<file path="src/rtl/mux_n_registrado_pkg.sv">
// Shared definitions for the registered N:1 selector: buffer states and
// selector-width helper.
package mux_n_registrado_pkg;

  // Encoding 2'd3 is unused and recovers to EMPTY.
  typedef enum logic [1:0] {
    EMPTY = 2'd0,
    ONE   = 2'd1,
    FULL  = 2'd2
  } buf_state_t;

  // Bits needed to index n channels, never less than one.
  function automatic int sel_width(input int n);
    int w;
    w = 1;
    while ((1 << w) < n) w = w + 1;
    return w;
  endfunction

endpackage

</file>
<file path="src/rtl/mux_n_registrado_skid_buffer.sv">
// Two-entry valid/ready buffer (main + skid) with registered o_valid/o_ready,
// one-cycle latency and synchronous flush.
module mux_skid_buffer
  import mux_n_registrado_pkg::*;
#(
  parameter int DATA_LENGTH = 12
) (
  input  logic                   i_clock,
  input  logic                   i_reset,
  input  logic                   i_flush,
  input  logic [DATA_LENGTH-1:0] i_data,
  input  logic                   i_valid,
  output logic                   o_ready,
  output logic [DATA_LENGTH-1:0] o_data,
  output logic                   o_valid,
  input  logic                   i_ready
);

  buf_state_t             state;
  buf_state_t             state_next;
  logic [DATA_LENGTH-1:0] main_q;
  logic [DATA_LENGTH-1:0] skid_q;
  logic                   valid_q;
  logic                   ready_q;
  logic                   accept;
  logic                   consume;
  logic                   load_main_in;
  logic                   load_skid_in;
  logic                   load_main_skid;
  logic                   clear_main;

  assign accept  = i_valid & ready_q;
  assign consume = valid_q & i_ready;

  always_comb begin
    state_next     = state;
    load_main_in   = 1'b0;
    load_skid_in   = 1'b0;
    load_main_skid = 1'b0;
    clear_main     = 1'b0;
    if (i_flush) begin
      state_next = EMPTY;
      clear_main = 1'b1;
    end else begin
      case (state)
        EMPTY: begin
          if (accept) begin
            load_main_in = 1'b1;
            state_next   = ONE;
          end
        end
        ONE: begin
          if (accept && consume) begin
            load_main_in = 1'b1;
          end else if (accept) begin
            load_skid_in = 1'b1;
            state_next   = FULL;
          end else if (consume) begin
            state_next = EMPTY;
          end
        end
        FULL: begin
          if (consume) begin
            load_main_skid = 1'b1;
            state_next     = ONE;
          end
        end
        default: state_next = EMPTY;
      endcase
    end
  end

  always_ff @(posedge i_clock or posedge i_reset) begin
    if (i_reset) begin
      state   <= EMPTY;
      valid_q <= 1'b0;
      ready_q <= 1'b1;
    end else begin
      state   <= state_next;
      // Handshake flags are registered from the next state so no input reaches them combinationally.
      valid_q <= (state_next != EMPTY);
      ready_q <= (state_next != FULL);
    end
  end

  always_ff @(posedge i_clock or posedge i_reset) begin
    if (i_reset) begin
      main_q <= '0;
      skid_q <= '0;
    end else begin
      if (clear_main)          main_q <= '0;
      else if (load_main_in)   main_q <= i_data;
      else if (load_main_skid) main_q <= skid_q;
      if (load_skid_in)        skid_q <= i_data;
    end
  end

  assign o_data  = main_q;
  assign o_valid = valid_q;
  assign o_ready = ready_q;

endmodule

</file>
<file path="src/rtl/mux_n_registrado.sv">
// N:1 channel selector with range check feeding a registered valid/ready
// output stage; the error bit travels alongside the data of each beat.
module mux_n_registrado
  import mux_n_registrado_pkg::*;
#(
  parameter  int INPUT_OUTPUT_LENGTH = 11,
  parameter  int NUM_INPUTS          = 4,
  localparam int SELECTOR_LENGTH     = sel_width(NUM_INPUTS)
) (
  input  logic                                      i_clock,
  input  logic                                      i_reset,
  input  logic [NUM_INPUTS*INPUT_OUTPUT_LENGTH-1:0] i_data,
  input  logic [SELECTOR_LENGTH-1:0]                i_selector,
  input  logic                                      i_valid,
  output logic                                      o_ready,
  input  logic                                      i_flush,
  output logic [INPUT_OUTPUT_LENGTH-1:0]            o_result,
  output logic                                      o_sel_error,
  output logic                                      o_valid,
  input  logic                                      i_ready
);

  localparam int DATA_LENGTH = INPUT_OUTPUT_LENGTH + 1;

  logic [INPUT_OUTPUT_LENGTH-1:0] sel_data;
  logic                           in_range;
  logic [DATA_LENGTH-1:0]         beat_in;
  logic [DATA_LENGTH-1:0]         beat_out;

  // An unmatched selector leaves data at zero and flags the beat.
  always_comb begin
    sel_data = '0;
    in_range = 1'b0;
    for (int unsigned k = 0; k < unsigned'(NUM_INPUTS); k++) begin
      if (i_selector == SELECTOR_LENGTH'(k)) begin
        sel_data = i_data[k*INPUT_OUTPUT_LENGTH +: INPUT_OUTPUT_LENGTH];
        in_range = 1'b1;
      end
    end
  end

  assign beat_in = {~in_range, sel_data};

  mux_skid_buffer #(
    .DATA_LENGTH(DATA_LENGTH)
  ) u_buffer (
    .i_clock (i_clock),
    .i_reset (i_reset),
    .i_flush (i_flush),
    .i_data  (beat_in),
    .i_valid (i_valid),
    .o_ready (o_ready),
    .o_data  (beat_out),
    .o_valid (o_valid),
    .i_ready (i_ready)
  );

  assign o_result    = beat_out[INPUT_OUTPUT_LENGTH-1:0];
  assign o_sel_error = beat_out[INPUT_OUTPUT_LENGTH];

endmodule

</file>
<file path="config.mk">
export PLATFORM = sky130hd
export DESIGN_NAME = mux_n_registrado
export DESIGN_NICKNAME = d
export VERILOG_FILES = /design/src/rtl/mux_n_registrado_pkg.sv /design/src/rtl/mux_n_registrado_skid_buffer.sv /design/src/rtl/mux_n_registrado.sv
export SDC_FILE = /design/constraint.sdc
export NUM_CORES = 1
export LEC_CHECK = 0
export CORE_MARGIN = 3
export CORE_UTILIZATION = 40
export DETAILED_ROUTE_END_ITERATION = 10
export PLACE_DENSITY_LB_ADDON = 0.12
export SETUP_SLACK_MARGIN = 0.05
export SLEW_MARGIN = 20
export SYNTH_ARGS = -nofsm -noshare
export SYNTH_HDL_FRONTEND = slang
export SYNTH_SLANG_ARGS = --single-unit
</file>
<file path="constraint.sdc">
create_clock -name i_clock -period 5.03 [get_ports i_clock]
set_clock_uncertainty 0.2 [all_clocks]
set_input_delay 1.006 -clock i_clock [delete_from_list [all_inputs] [get_ports i_clock]]
set_output_delay 1.006 -clock i_clock [all_outputs]
set_load 0.1 [all_outputs]
</file>
==> results.md, run 1 <==
* Status: finished, final reports clean
* Most frequent cells in the layout: 64 x clkdlybuf4s50_1, 27 x dfrtp_1, 13 x mux2i_1
* Area after DPL at roughly 2200 um2
* Dpl cells at between 200 and 250
* Final min period at between 3 and 4 ns
* Post-CTS Resized at 0
* Vias per cell at about 5.4
* Syn_area_per_cell at between 10 and 15 um2
* Startpoint class of the critical path: flip-flop
* Post-CTS Setup Bufs at 0
* Synth Register Bits at 28
* DPL Wire Length at roughly 2600 um
* Final hold violation count at 0
* Worst-path cell chain: clkdlybuf4s50_1
* Max cap viols at 0
* Critical path endpoint category: primary output
* Antenna-violating nets left at 0
* XOR/XNOR share of the synthesized area at 0%
* Diode count at 0
* Vias in the first global route at roughly 1200
* WP buf/inv at 1
* Layout Area Growth over Synthesis at 48.26%
* Final Instance Area at approximately 2200 um2
* Main combinational cell family by area after synthesis: multiplexers
* Global-route wire length before repair at around 5400 um
* RSZ-0062 raised after global routing: no
* Core area at about 3500 um2
* Mapped Nets at 152
* Critical Path RT at between 3 and 4 ns
* Residual DRC at 0
* Critical path class: reg -> out
* Final setup vio count at 0
* Input/output buffers at 64
* Mux cell area share after synthesis at a little over a third
* Synth Area in Adders at 0%
* Setup TNS at 0 ns
* Remaining global-route overflow at 0
* Die width at about 67 um
* Synth Warn # at 0
* Worst Tran Pin Value at around 1.1 ns
* Tot GR Track Use at approximately 16%
* Top delay family on crit path: buffers and inverters
* Worst rel slew slack at between 20 and 30%
* Cts bufs inserted at 3
* Peak Freq at approximately 310 MHz
* Antenna violations before repair at 0
* Die ar. at 4545 um2
* HP Class: reg -> reg
* DRT iter0 DRCs at 29
* Clock slew at reported path FFs at 0.09 ns
* Row count at 21
* Most area-hungry cell type in the Yosys netlist: dfrtp_1
* Crit path DAT at around 2.0 ns
* DR pass1 iterations at 4
* Final core utilization at 64.02%
* Netlist cell types at 27
* Worst-Skew Late Latency at 0.28 ns
* R2r setup slk at a little under 3 ns
* Pin count of the biggest net entering global routing at 29
* PwrDens at approximately 330 nW/um2
* TritonCTS Sinks at 28
* Synth top area cells: dfrtp_1 45%, mux4_2 16%, mux2_4 9.0%, mux2i_1 8.6%, o2bb2ai_1 6.4%
* Pleak at around 1 nW
* Tcrit/Tclk final at approximately 63%
* WL final at between 3000 and 4000 um
* Slowest stage cell, crit path: clkdlybuf4s50_1
* Post-synth top area share at between 40% and 50%
* Worst-path fanout max at 4
* TritonCTS clock tree: done
* H-Tree Depth at 1
* Pins over their slew limit at 0
* Initial core utilization at 43.18%
* Hold buffer count at CTS at 0
* Peak supply drop at between 0.00015 and 0.0002 V
* Via count at between 1000 and 1500
* Complex-gate fraction of the synthesized area at about a tenth
* Die Ht at slightly below 70 um
* Layout cells sized above 1 at a little under a fifth
* Simple-gate portion of the synthesized area at 4.561%
* Nets at about 220
* Largest stage delay on the critical path at between 1 and 1.5 ns
* Leading cell type in the layout, fill and taps excluded: clkdlybuf4s50_1
* I/O pins at 65
* Clock tree buffer depth at 2
* Wire length per cell at about 16 um
* GPL Wtd Cong at between 0.7 and 0.8
* Mapped Cells at between 100 and 150
* Cell Area, Synth at approximately 1500 um2
* Sequential element share of the synthesized area at a little under half
* Root Buffer Master: clkbuf_8
* Fin cells at 210
## registers in the layout (all words and copies together), names as in the netlist
| register | flops |
|---|---|
| u_buffer.state | 2 |
| u_buffer.o_ready | 1 |
| u_buffer.o_valid | 1 |
| u_buffer.o_data | 12 |
| u_buffer.skid_q | 12 |
## stage by stage
stage / hold slack (ns) / setup WS [ns] / total power [mW]
after global routing: 0.3220 / 1.818 / 0.7768
after floorplan: 0.2528 / 2.620 / 0.5196
after detailed placement: 0.2924 / 1.782 / 0.6081
final: 0.3122 / 1.850 / 0.7430
after global placement: 0.2693 / 1.823 / 0.5999
after CTS: 0.3168 / 1.846 / 0.7492
## cell families after synthesis
group | count (synthesis)
multiplexers | 36
AND/OR/NAND/NOR | 11
AO/OA/AOI/OAI | 18
buffers and inverters | 8
flip-flops | 28
## synth_stat cells
master / number
mux2i_1: 13
a211o_1: 1
o21bai_1: 1
and2_1: 2
nand3b_1: 1
or3_1: 1
clkbuf_1: 3
mux2_4: 9
a21boi_0: 1
buf_6: 1
a21oi_1: 1
dfrtp_1: 27
dfstp_2: 1
o31ai_1: 1
mux2_2: 3
nand3_1: 1
inv_1: 2
nor3_1: 2
nand2_1: 1
or3_4: 1
buf_2: 2
a21bo_1: 1
a221oi_1: 1
nand4b_1: 1
mux4_2: 11
nor2_1: 1
o2bb2ai_1: 11
## power by group
part	internal [mW]	switching, mW	total (mW)	leakage (nW)
sequential	0.284	0.0342	0.318	0.357
clock	0.0702	0.0698	0.140	0.0288
combinational	0.141	0.144	0.285	0.601
total	0.495	0.248	0.743	0.987
## layer usage
layer / share of wire (%) / global-route usage [%] / vias to the layer above
li1: - / - / 528
met1: 41 / 19.38 / 554
met2: 49 / 28.22 / 47
met3: 7.9 / 4.160 / 5
met4: 1.4 / 5.316 / 0
met5: 0 / 0 / -
## area by class of cell
cell class / instances / area [um2]
inverter: 2 / 7.507
sequential: 28 / 701.9
multi-input combinational: 65 / 767.0
timing repair buffer: 65 / 648.1
tap: 46 / 57.56
fill: 280 / 1257
clock buffer: 4 / 55.05
## final timing paths
| kind | to | cells after the start | from |
|---|---|---|---|
| max | o_ready | 1 | u_buffer.o_ready$_DFF_PP1_ |
| min | u_buffer.skid_q[10]$_DFFE_PP0P_ | 1 | u_buffer.skid_q[10]$_DFFE_PP0P_ |
| max reg2reg | u_buffer.o_data[3]$_DFFE_PP0P_ | 3 | u_buffer.state[0]$_DFF_PP0_ |
| min reg2reg | u_buffer.skid_q[10]$_DFFE_PP0P_ | 1 | u_buffer.skid_q[10]$_DFFE_PP0P_ |
| max in group asynchronous | u_buffer.skid_q[2]$_DFFE_PP0P_ | 2 | i_reset |
| min in group asynchronous | u_buffer.o_valid$_DFF_PP0_ | 2 | i_reset |
Note: power is estimated with default switching activity, not from simulation.
==> run 2: changes to the inputs <==
--- a/config.mk
+++ b/config.mk
@@ -6,7 +6,7 @@
 export NUM_CORES = 1
 export LEC_CHECK = 0
 export CORE_MARGIN = 3
-export CORE_UTILIZATION = 40
+export CORE_UTILIZATION = 38
 export DETAILED_ROUTE_END_ITERATION = 10
 export PLACE_DENSITY_LB_ADDON = 0.12
 export SETUP_SLACK_MARGIN = 0.05
==> constraint.sdc (replaced) <==
create_clock -name i_clock -period 2.7 [get_ports i_clock]
set_clock_uncertainty 0.2 [all_clocks]
set_input_delay 0.54 -clock i_clock [delete_from_list [all_inputs] [get_ports i_clock]]
set_output_delay 0.54 -clock i_clock [all_outputs]
set_load 0.1 [all_outputs]
==> results.md, run 2 (same netlist as run 1, synthesis figures left out) <==
* Status: finished, final reports clean
* Most frequent cells in the layout: 50 x clkdlybuf4s50_1, 27 x dfrtp_1, 17 x buf_4
* Remaining global-route overflow at 0 (unchanged)
* Die width at 69.02 um (+2.4%)
* Fin cells at 215 (+2.4%)
* Worst Tran Pin Value at 0.9265 ns (-0.1264 ns)
* Tot GR Track Use at 14.98% (-1.2 points)
* Clock slew at reported path FFs at 0.09 ns (about the same)
* Core area at 3744 um2 (+7.1%)
* Antenna-violating nets left at 0 (unchanged)
* Final Instance Area at 2240 um2 (+0.11%)
* R2R depth at 3 (unchanged)
* TritonCTS Sinks at 28 (unchanged)
* TritonCTS clock tree: done
* Pins over their slew limit at 0 (unchanged)
* GPL Wtd Cong at 0.7066 (-2.8%)
* Setup TNS at 0 ns (unchanged)
* Input/output buffers at 64 (unchanged)
* R2R Path End: u_buffer.o_data[0]$_DFFE_PP0P_
* Cts bufs inserted at 3 (unchanged)
* Residual DRC at 0 (unchanged)
* Initial core utilization at 40.31% (-2.9 points)
* Worst-path fanout max at 12 (+8)
* Critical path endpoint category: flip-flop
* Tcrit/Tclk final at about 84%
* Dpl cells at 211 (+2.4%)
* Pin count of the biggest net entering global routing at 17 (-41%)
* Area after DPL at 2185 um2 (+0.12%)
* Final core utilization at 59.83% (-4.2 points)
* H-Tree Depth at 1 (unchanged)
* Clock tree buffer depth at 2 (unchanged)
* I/O pins at 65 (unchanged)
* Die Ht at 69.02 um (+2.4%)
* Worst reg2reg path startpoint: u_buffer.o_ready$_DFF_PP1_
* Post-CTS Setup Bufs at 0 (unchanged)
* Die ar. at 4763 um2 (+4.8%)
* Nets at 219 (+1.4%)
* Wire length per cell at 15.74 um (-3.9%)
* Critical Path RT at 2.62 ns (-1.20 ns)
* Max cap viols at 0 (unchanged)
* Critical path class: in -> reg
* Startpoint class of the critical path: input port
* Vias per cell at 5.247 (-2.8%)
* Antenna violations before repair at 0 (unchanged)
* Final setup vio count at 0 (unchanged)
* DRT iter0 DRCs at 22 (-24%)
* Final min period at 2.264 ns
* Vias in the first global route at 1243 (+4.8%)
* HP Class: reg -> reg
* Post-CTS Resized at 0 (unchanged)
* Root Buffer Master: clkbuf_8
* Row count at 22 (+4.8%)
* Fill cell count at 311 (+11%)
* Source of the worst hold timing path: u_buffer.skid_q[11]$_DFFE_PP0P_
* Via count at 1128 (-0.53%)
* RSZ-0062 raised after global routing: no
* DR pass1 iterations at 4 (unchanged)
* Leading cell type in the layout, fill and taps excluded: clkdlybuf4s50_1
* Worst rel slew slack at 38.10% (+8.4 points)
* Global-route wire length before repair at 5844 um (+7.5%)
* Hold Path Stages at 1 (unchanged)
* R2r setup slk at 0.71 ns (-2.21 ns)
* Worst Hold End: u_buffer.skid_q[11]$_DFFE_PP0P_
* Worst-Skew Late Latency at 0.26 ns (-0.02 ns)
* Crit path DAT at 2.18 ns (+0.21 ns)
* Layout Area Growth over Synthesis at 48.42%
* WL final at 3385 um (-1.6%)
* Peak Freq at about 440 MHz
* Diode count at 0 (unchanged)
* Layout cells sized above 1 at 28.14% (+9.2 points)
* Hold buffer count at CTS at 0 (unchanged)
* Pleak at 1.029 nW (+4.3%)
* DPL Wire Length at 2678 um (+2.8%)
* Final hold violation count at 0 (unchanged)
* Peak supply drop at 0.0002376 V (+25%)
* PwrDens at 613.6 nW/um2 (+85%)
## run 2: cell count changes in the layout (fill, tap and decap cells not counted), sizes merged
cell           delta
buf              +17
clkdlybuf4s50    -14
## run 2: area by class of cell
class	instances	area, um2	area share, %
Tap cell	48	60.06	2.682
Multi-Input combinational cell	65	767.0	34.25
Clock buffer	4	55.05	2.458
Sequential cell	28	701.9	31.34
Timing Repair Buffer	68	648.1	28.94
Inverter	2	7.507	0.3352
## run 2: worst max-delay path by stage
stage	endpoint	slack (ns)	from
after floorplan	u_buffer.skid_q[0]$_DFFE_PP0P_	0.47	u_buffer.o_ready$_DFF_PP1_
after global placement	u_buffer.o_data[0]$_DFFE_PP0P_	0.19	i_ready
after detailed placement	u_buffer.o_data[0]$_DFFE_PP0P_	0.12	i_ready
after CTS	u_buffer.o_data[0]$_DFFE_PP0P_	0.41	i_ready
after global routing	u_buffer.o_data[0]$_DFFE_PP0P_	0.36	i_ready
final	u_buffer.o_data[0]$_DFFE_PP0P_	0.44	i_ready
## run 2: metal layers
layer	share of wire [%]	wire length, um	vias to the layer above	global-route usage (%)
li1	-	-	528	-
met1	45	1537	545	20.77
met2	47	1599	53	23.52
met3	6.6	224	2	3.207
met4	0.68	23	0	4.555
met5	0	0	-	0
## run 2: where the power goes
| group | internal [mW] | switching, mW | leakage [nW] | total, mW |
|---|---|---|---|---|
| combinational | 0.260 | 0.270 | 0.643 | 0.530 |
| sequential | 0.529 | 0.0657 | 0.357 | 0.595 |
| clock | 0.130 | 0.119 | 0.0288 | 0.249 |
## run 2: worst max-delay path: stages
cell             delay, ns
clkdlybuf4s50_1       0.53
a21boi_0              0.18
o21bai_1              0.78
o2bb2ai_1             0.16
## run 2: per-stage QoR
step	hold WS [ns]	power, mW	setup WS (ns)
2_1_floorplan	0.2528	0.9680	0.4705
3_3_place_gp	0.2689	1.117	0.1885
3_5_place_dp	0.2793	1.134	0.1239
4_1_cts	0.3048	1.383	0.4120
5_1_grt	0.3300	1.439	0.3635
6_report	0.3006	1.374	0.4361
==> run 3: changes to the inputs <==
--- a/config.mk
+++ b/config.mk
@@ -6,7 +6,7 @@
 export NUM_CORES = 1
 export LEC_CHECK = 0
 export CORE_MARGIN = 3
-export CORE_UTILIZATION = 38
+export CORE_UTILIZATION = 40
 export DETAILED_ROUTE_END_ITERATION = 10
 export PLACE_DENSITY_LB_ADDON = 0.12
 export SETUP_SLACK_MARGIN = 0.05
==> constraint.sdc (replaced) <==
create_clock -name i_clock -period 2.3 [get_ports i_clock]
set_clock_uncertainty 0.2 [all_clocks]
set_input_delay 0.46 -clock i_clock [delete_from_list [all_inputs] [get_ports i_clock]]
set_output_delay 0.46 -clock i_clock [all_outputs]
set_load 0.1 [all_outputs]
==> results.md, run 3 (same netlist as run 1, synthesis figures left out) <==
* Status: finished, final reports clean
* Met3 GRT Util at 3.993% (+0.79 points)
* Final setup vio count at 0 (unchanged)
* WL final at 3465 um (+2.4%)
* Vias per cell at 5.356 (+2.1%)
* Nets at 222 (+1.4%)
* Critical path class: in -> reg
* Final min period at around 2.0 ns
* Via count at 1157 (+2.6%)
* Global-route wire length before repair at 5437 um (-7.0%)
* Peak Freq at around 500 MHz
* Most frequent cells in the layout: 50 x clkdlybuf4s50_1, 27 x dfrtp_1, 18 x buf_4
* Routing usage on met1 at 17.84% (-2.9 points)
* Worst-Skew Late Latency at 0.27 ns (about the same)
* I/O pins at 65 (unchanged)
* Die width at 67.42 um (-2.3%)
* Pins over their slew limit at 0 (unchanged)
* Antenna-violating nets left at 0 (unchanged)
* Layout cells sized above 1 at 29.41% (+1.3 points)
* GPL Wtd Cong at 0.7804 (+10%)
* Input/output buffers at 64 (unchanged)
* Worst-path cell chain: clkdlybuf4s50_1 > a21bo_1 > or3_4 > mux2_4
* Met2 Use GR at 30.67% (+7.2 points)
* Die ar. at 4545 um2 (-4.6%)
* Post-route setup slack at 0.2544 ns (-0.1817 ns)
* Worst setup path endpoint: u_buffer.skid_q[4]$_DFFE_PP0P_
* Core area at 3495 um2 (-6.7%)
* Final hold violation count at 0 (unchanged)
* Tcrit/Tclk final at between 80% and 90%
* DPL Wire Length at 2681 um (+0.11%)
* Cts bufs inserted at 3 (unchanged)
* H-Tree Depth at 1 (unchanged)
* Critical path endpoint category: flip-flop
* CP startpoint: i_ready
* Tot GR Track Use at 16.13% (+1.2 points)
* Max cap viols at 0 (unchanged)
* PwrDens at 712.5 nW/um2 (+16%)
* Setup TNS at 0 ns (unchanged)
* Wire length per cell at 16.04 um (+1.9%)
* Layout Area Growth over Synthesis at 51.41%
* Diode count at 0 (unchanged)
* Final Instance Area at 2285 um2 (+2.0%)
* R2R Path End: u_buffer.skid_q[4]$_DFFE_PP0P_
* Area after DPL at 2230 um2 (+2.1%)
* Global route hottest layer: met2
* Peak supply drop at 0.0003583 V (+51%)
* R2R depth at 3 (unchanged)
* Worst rel slew slack at 75.26% (+37 points)
* Root Buffer Master: clkbuf_8
* Die Ht at 67.42 um (-2.3%)
* Largest stage delay on the critical path at 0.50 ns (-0.28 ns)
* Residual DRC at 0 (unchanged)
* Startpoint class of the critical path: input port
* Post-CTS Resized at 0 (unchanged)
* Remaining global-route overflow at 0 (unchanged)
* Vias in the first global route at 1270 (+2.2%)
* Leading cell type in the layout, fill and taps excluded: clkdlybuf4s50_1
* Hold buffer count at CTS at 0 (unchanged)
* Crit path DAT at 2.00 ns (-0.18 ns)
* TritonCTS Sinks at 28 (unchanged)
* Row count at 21 (-4.5%)
* Worst-path fanout max at 12 (unchanged)
* RSZ-0062 raised after global routing: no
* R2r setup slk at 0.37 ns (-0.34 ns)
* TritonCTS clock tree: done
* Critical Path RT at 2.26 ns (-0.36 ns)
* Worst Tran Pin Value at 0.3679 ns (-0.5587 ns)
* Antenna violations before repair at 0 (unchanged)
* DR pass1 iterations at 3 (-1)
* DRT iter0 DRCs at 8 (-64%)
* Worst reg2reg path startpoint: u_buffer.o_ready$_DFF_PP1_
* Clock tree buffer depth at 2 (unchanged)
* Post-CTS Setup Bufs at 0 (unchanged)
* Clock slew at reported path FFs at 0.09 ns (about the same)
* Pleak at 1.054 nW (+2.4%)
* Initial core utilization at 43.18% (+2.9 points)
* Slowest stage cell, crit path: or3_4
* Pre-CTS setup slack at -0.008465 ns (-0.1324 ns)
* HP Class: reg -> reg
* Pin count of the biggest net entering global routing at 29 (+12)
* Final core utilization at 65.38% (+5.6 points)
## run 3: changes by cell type in the layout (fill, tap and decap cells not counted)
| cell | delta |
|---|---|
| buf_4 | +1 |
| buf_12 | +2 |
## run 3: power by group
group / switching, mW / internal, mW / total, mW
clock: 0.143 / 0.153 / 0.296
combinational: 0.317 / 0.315 / 0.632
sequential: 0.0787 / 0.621 / 0.700
## run 3: cell type report
type / count / area (um2)
repair buffers: 71 / 695.7
flip-flops and latches: 28 / 701.9
multi-input cells: 65 / 767.0
clock buffers: 4 / 55.05
fillers: 291 / 1210
inverters: 2 / 7.507
well taps: 46 / 57.56
## run 3: worst max-delay path: cells and delay by family
kind / cells / cell delay (ns)
simple gates: 1 / 0.50
compound gates: 1 / 0.22
mux: 1 / 0.33
buf+inv: 1 / 0.49
## run 3: worst min path at each step
stage,from,end,cells past startpoint
after global routing,u_buffer.skid_q[11]$_DFFE_PP0P_,u_buffer.skid_q[11]$_DFFE_PP0P_,1
after floorplan,u_buffer.skid_q[11]$_DFFE_PP0P_,u_buffer.skid_q[11]$_DFFE_PP0P_,1
after global placement,u_buffer.skid_q[11]$_DFFE_PP0P_,u_buffer.skid_q[11]$_DFFE_PP0P_,1
after detailed placement,u_buffer.skid_q[11]$_DFFE_PP0P_,u_buffer.skid_q[11]$_DFFE_PP0P_,1
after CTS,u_buffer.skid_q[11]$_DFFE_PP0P_,u_buffer.skid_q[11]$_DFFE_PP0P_,1
final,u_buffer.skid_q[11]$_DFFE_PP0P_,u_buffer.skid_q[11]$_DFFE_PP0P_,1
## run 3: metal layers
layer	vias to the layer above	wire length, um
met1	572	1287
met3	2	271
met5	-	0
li1	539	-
met4	0	12
met2	44	1893
## run 3: metrics by stage
stage               instances  power [mW]  hold slack, ns
finish                    216       1.628          0.3159
global placement          212       1.321          0.2684
global route              216       1.703          0.3202
CTS                       216       1.643          0.3131
detailed placement        212       1.346          0.2713
floorplan                 101       1.136          0.2528
